==> config.mk <==
export PLATFORM = sky130hd
export DESIGN_NAME = cook_sequencer
export DESIGN_NICKNAME = d
export VERILOG_FILES = /design/src/rtl/cook_sequencer.sv
export SDC_FILE = /design/constraint.sdc
export NUM_CORES = 1
export LEC_CHECK = 0
export CAP_MARGIN = 20
export CORE_MARGIN = 2
export CORE_UTILIZATION = 54
export CTS_CLUSTER_SIZE = 30
export DETAILED_ROUTE_END_ITERATION = 7
export DONT_BUFFER_PORTS = 1
export PLACE_DENSITY = 0.83
export SKIP_LAST_GASP = 1
export SLEW_MARGIN = 20
export SYNTH_ARGS = -nofsm -noshare
export SYNTH_HDL_FRONTEND = slang
export SYNTH_SLANG_ARGS = --single-unit
==> constraint.sdc <==
create_clock -name clk -period 1.85 [get_ports clk]
set_input_delay 0.37 -clock clk [delete_from_list [all_inputs] [get_ports clk]]
set_output_delay 0.37 -clock clk [all_outputs]
set_load 0.02 [all_outputs]
==> src/rtl/cook_sequencer.sv <==
// Microwave cook sequencer: keypad digit forwarding, cook/pause/done control, power-level duty cycling.
// Latency: all outputs registered one cycle after the triggering input, except mag_on which also drops combinationally with the door.
// Backpressure: none; inputs are single-cycle strobes/levels and are acted on the cycle they are sampled.
module cook_sequencer #(
  parameter int unsigned BEEP_TICKS = 3,
  parameter int unsigned WINDOW     = 10
) (
  input  logic       clk,
  input  logic       clear,
  input  logic       start,
  input  logic       stop,
  input  logic       door_closed,
  input  logic       key_valid,
  input  logic [3:0] key_digit,
  input  logic [3:0] power_level,
  input  logic       tick_1hz,
  input  logic       timer_zero,
  output logic [3:0] digit_out,
  output logic       digit_load,
  output logic       count_en,
  output logic       timer_clr,
  output logic       mag_on,
  output logic       beep,
  output logic [1:0] state
);

  // Window counter and power level share a width able to hold WINDOW itself.
  localparam int unsigned WW = (WINDOW > 1) ? $clog2(WINDOW + 1) : 1;
  localparam int unsigned BW = (BEEP_TICKS > 1) ? $clog2(BEEP_TICKS + 1) : 1;

  typedef enum logic [1:0] {
    S_IDLE  = 2'b00,
    S_COOK  = 2'b01,
    S_PAUSE = 2'b10,
    S_DONE  = 2'b11
  } state_t;

  state_t          state_q, state_d;
  logic [WW-1:0]   win_q, win_d;
  logic [WW-1:0]   pl_q, pl_d;
  logic [BW-1:0]   beep_cnt_q, beep_cnt_d;
  logic            mag_req_q, mag_req_d;
  logic            count_en_q, count_en_d;
  logic            beep_q, beep_d;
  logic [3:0]      digit_out_q, digit_out_d;
  logic            digit_load_q, digit_load_d;
  logic            timer_clr_q, timer_clr_d;

  logic            start_req;
  logic [WW-1:0]   pl_sat;
  logic [WW-1:0]   win_next;

  // Start together with stop is treated as stop everywhere, so start only counts alone.
  assign start_req = start && !stop;

  // Power level clamped into 1..WINDOW; zero or out-of-range means full power.
  always_comb begin
    pl_sat = WW'(power_level);
    if (power_level == 4'd0 || 32'(power_level) > WINDOW) begin
      pl_sat = WW'(WINDOW);
    end
  end

  // Duty window position after one tick, wrapping at the end of the window.
  always_comb begin
    win_next = win_q + WW'(1);
    if (win_q == WW'(WINDOW - 1)) begin
      win_next = '0;
    end
  end

  // Next-state and next-output decode.
  always_comb begin
    state_d      = state_q;
    win_d        = win_q;
    pl_d         = pl_q;
    beep_cnt_d   = beep_cnt_q;
    digit_out_d  = digit_out_q;
    digit_load_d = 1'b0;
    timer_clr_d  = 1'b0;

    case (state_q)
      S_IDLE: begin
        if (key_valid && key_digit <= 4'd9) begin
          digit_load_d = 1'b1;
          digit_out_d  = key_digit;
        end
        if (start_req && door_closed && !timer_zero) begin
          state_d = S_COOK;
          pl_d    = pl_sat;
          win_d   = '0;
        end
      end
      S_COOK: begin
        if (tick_1hz) begin
          win_d = win_next;
        end
        if (timer_zero) begin
          state_d    = S_DONE;
          beep_cnt_d = '0;
        end else if (stop || !door_closed) begin
          state_d = S_PAUSE;
        end
      end
      S_PAUSE: begin
        // Window position is frozen here so a resume continues mid-window.
        if (stop) begin
          state_d     = S_IDLE;
          timer_clr_d = 1'b1;
        end else if (start_req && door_closed) begin
          state_d = S_COOK;
        end
      end
      S_DONE: begin
        if (stop) begin
          state_d    = S_IDLE;
          beep_cnt_d = '0;
        end else if (tick_1hz) begin
          if (beep_cnt_q == BW'(BEEP_TICKS - 1)) begin
            state_d    = S_IDLE;
            beep_cnt_d = '0;
          end else begin
            beep_cnt_d = beep_cnt_q + BW'(1);
          end
        end
      end
      default: state_d = S_IDLE;
    endcase

    mag_req_d  = (state_d == S_COOK) && (win_d < pl_d);
    count_en_d = (state_d == S_COOK);
    beep_d     = (state_d == S_DONE);
  end

  // State and output registers; clear also pulses timer_clr to wipe the timer.
  always_ff @(posedge clk) begin
    if (clear) begin
      state_q      <= S_IDLE;
      win_q        <= '0;
      pl_q         <= '0;
      beep_cnt_q   <= '0;
      mag_req_q    <= 1'b0;
      count_en_q   <= 1'b0;
      beep_q       <= 1'b0;
      digit_out_q  <= 4'd0;
      digit_load_q <= 1'b0;
      timer_clr_q  <= 1'b1;
    end else begin
      state_q      <= state_d;
      win_q        <= win_d;
      pl_q         <= pl_d;
      beep_cnt_q   <= beep_cnt_d;
      mag_req_q    <= mag_req_d;
      count_en_q   <= count_en_d;
      beep_q       <= beep_d;
      digit_out_q  <= digit_out_d;
      digit_load_q <= digit_load_d;
      timer_clr_q  <= timer_clr_d;
    end
  end

  // Door interlock acts on the magnetron without waiting for a clock edge.
  assign mag_on     = mag_req_q & door_closed;
  assign state      = state_q;
  assign count_en   = count_en_q;
  assign beep       = beep_q;
  assign digit_out  = digit_out_q;
  assign digit_load = digit_load_q;
  assign timer_clr  = timer_clr_q;

endmodule

==> results.yml <==
grt:
  grt_overflow: 0
  first_global_vias: 945
  grtUsageTotal: 0.215
  grt_pass1_wl_mm: 3.96
  grt_max_degree: 20
  antenna_found_initial: 0
route:
  vias: 941
  ant_nets: 0
  routed_wl_mm: 2.37
  drt-pass1-iter-count: 4
  drtIter0Drc: 14
  drc: 0
  via_per_inst: 5.77
  wl_per_cell_um: 14.6
place:
  io_buffers: 0
  gp_congestion: 0.810
  hpwlAfterDp_mm: 1.74
final_layout:
  drive_above_1_share: 0.250
  fillers: 179
  layout_commonest_cell: "nor2_1"
  seqCellArea_um2: 424
  fin_util: 0.652
  nNetsFinal: 158
  antenna_cells: 0
  multi_input_area_um2: 661
  area_growth_pct: 16.5
  mostFrequentLayoutCells: "nor2_1, dfxtp_1, buf_4"
synth:
  synth_area_um2: 1060
  avgSynthCellArea_um2: 8.52
  async_flop_share: 0
  synth_seq_cells: 21
  yosysSeqAreaShare: 0.395
  synth_warnings: 0
  synth-edff-count: 0
  synth_nets: 146
  synth_ff_type: "dfxtp_1"
  yosysUniqueCellTypes: 38
  syn_inst: 125
sta:
  fmax_ghz: 0.525
  setup_viol: 1
  finalCritPeriodShare: 1.03
  timing.setup.tns_ps: -55.0
  tightest_slew_ps: 285
  layout_setup_ws_ps: -55.0
  slew_violations: 0
  fin_worst_skew_ps: 0.901
  period_minus_slack_ps: 1900
  relSlewSlack: 0.809
  rsz0062_at_grt: "yes"
  hold_viol: 0
hold_path:
  hp-class: "primary input to register"
  hp-start: "clear"
setup_path:
  critPathRequiredTime_ps: 2080
  reg2reg_from: "win_q[1]"
  worst-path-max-fanout: 2
  worst_setup_path_start_kind: "register"
  setup.worst_path.class: "register to register"
  arrival_ps: 2140
  critPathCaptureType: "register"
  crit_start: "win_q[1]"
power_and_ir_drop:
  finalPower_mw: 0.784
  p_leak_nw: 0.525
  power_density_nw_per_um2: 632
  irDropWorstVdd_uv: 584
floorplanning:
  die_h_um: 48.4
  die_w_um: 48.4
  core-area_um2: 1900
  start_util: 0.560
  dieArea_um2: 2340
  num_rows: 16
  pin_count: 27
clock_network:
  numCtsBuffers: 3
  clk_pin_slew_ps: 120
  root_buffer: "clkbuf_4"
  htree_levels: 1
  clock-sinks: 21
  cts_tree: "built"
  max-clock-path-buffers: 2
  insertion_delay_ps: 310
run:
  cap_violations: 0
outcome:
  status: "finished with violations"
  violations: "negative setup slack"
## synth_stat cells (4+ instances only)
cell type,number,area share
nand2_1,5,0.018
dfxtp_1,21,0.39
mux2i_1,5,0.047
nor2b_1,4,0.023
nor3_1,7,0.033
a21oi_1,10,0.047
nor2_1,23,0.081
ha_1,5,0.059
nand3_1,4,0.019
## through the flow
step / std cells / setup WS, ps / cell area, um2 / hold WS, ps
4_1_cts: 161 / 2.32 / 1200 / 101
2_1_floorplan: 125 / 13.2 / 1080 / 450
6_report: 163 / -55.0 / 1240 / 112
3_3_place_gp: 157 / -55.5 / 1150 / 442
3_5_place_dp: 157 / -85.2 / 1150 / 444
5_1_grt: 163 / -202 / 1240 / 92.7
## layout make-up
class                           instances  share of cell area
Tap cell                               27              0.0272
Clock inverter                          1             0.00404
Sequential cell                        21               0.342
Clock buffer                            3              0.0182
Inverter                                3             0.00908
Timing Repair Buffer                   11              0.0666
Multi-Input combinational cell         97               0.533
## where the power goes
part           switching [mW]  internal, mW  total [mW]
registers              0.0196         0.465       0.485
logic                  0.0393        0.0355      0.0748
clock network           0.144        0.0808       0.224
## sequential cells by signal, summed over array words and instances, names as in the netlist
register    cells
digit_load      1
beep_cnt_q      2
win_q           4
beep            1
digit_out       4
timer_clr       1
state           2
count_en        1
pl_q            4
mag_req_q       1
## cells by family after synthesis
logic type,after synthesis,synth area share
compound gates,28,0.172
fa+ha+maj,5,0.0588
buf+inv,7,0.0329
flops,21,0.395
mux,5,0.0470
simple gates,59,0.295
## metal layers
metal  GRT usage  vias up  routed length (um)
li1            -      464                   -
met1       0.270      435                 997
met2       0.331       32                1170
met3      0.0617       10                 133
met4       0.119        0                  70
met5           0        -                   0
## final timing paths
path,to,cells after the start,slack [ps]
min reg2reg,pl_q[3],2,520
max reg2reg,mag_req_q,10,-50
max,mag_req_q,10,-50
min,pl_q[2],1,110
## repair_timing
action | CTS | global route
pin swaps | 2 | 5
setup endpoints to repair | 1 | 1
resized for setup | 5 | 7
setup buffers | 0 | 2
hold buffers | 0 | 0
## worst max-delay path: stages (launching register included)
cell and delay, ps:
dfxtp_2 360, inv_2 50, ha_4 150, and3b_2 220, nor3_2 180, a21oi_2 60
nor2_1 120, ha_1 260, a21o_1 190, a21oi_2 90, nor4b_2 170
Note: power is estimated with default switching activity, not from simulation.
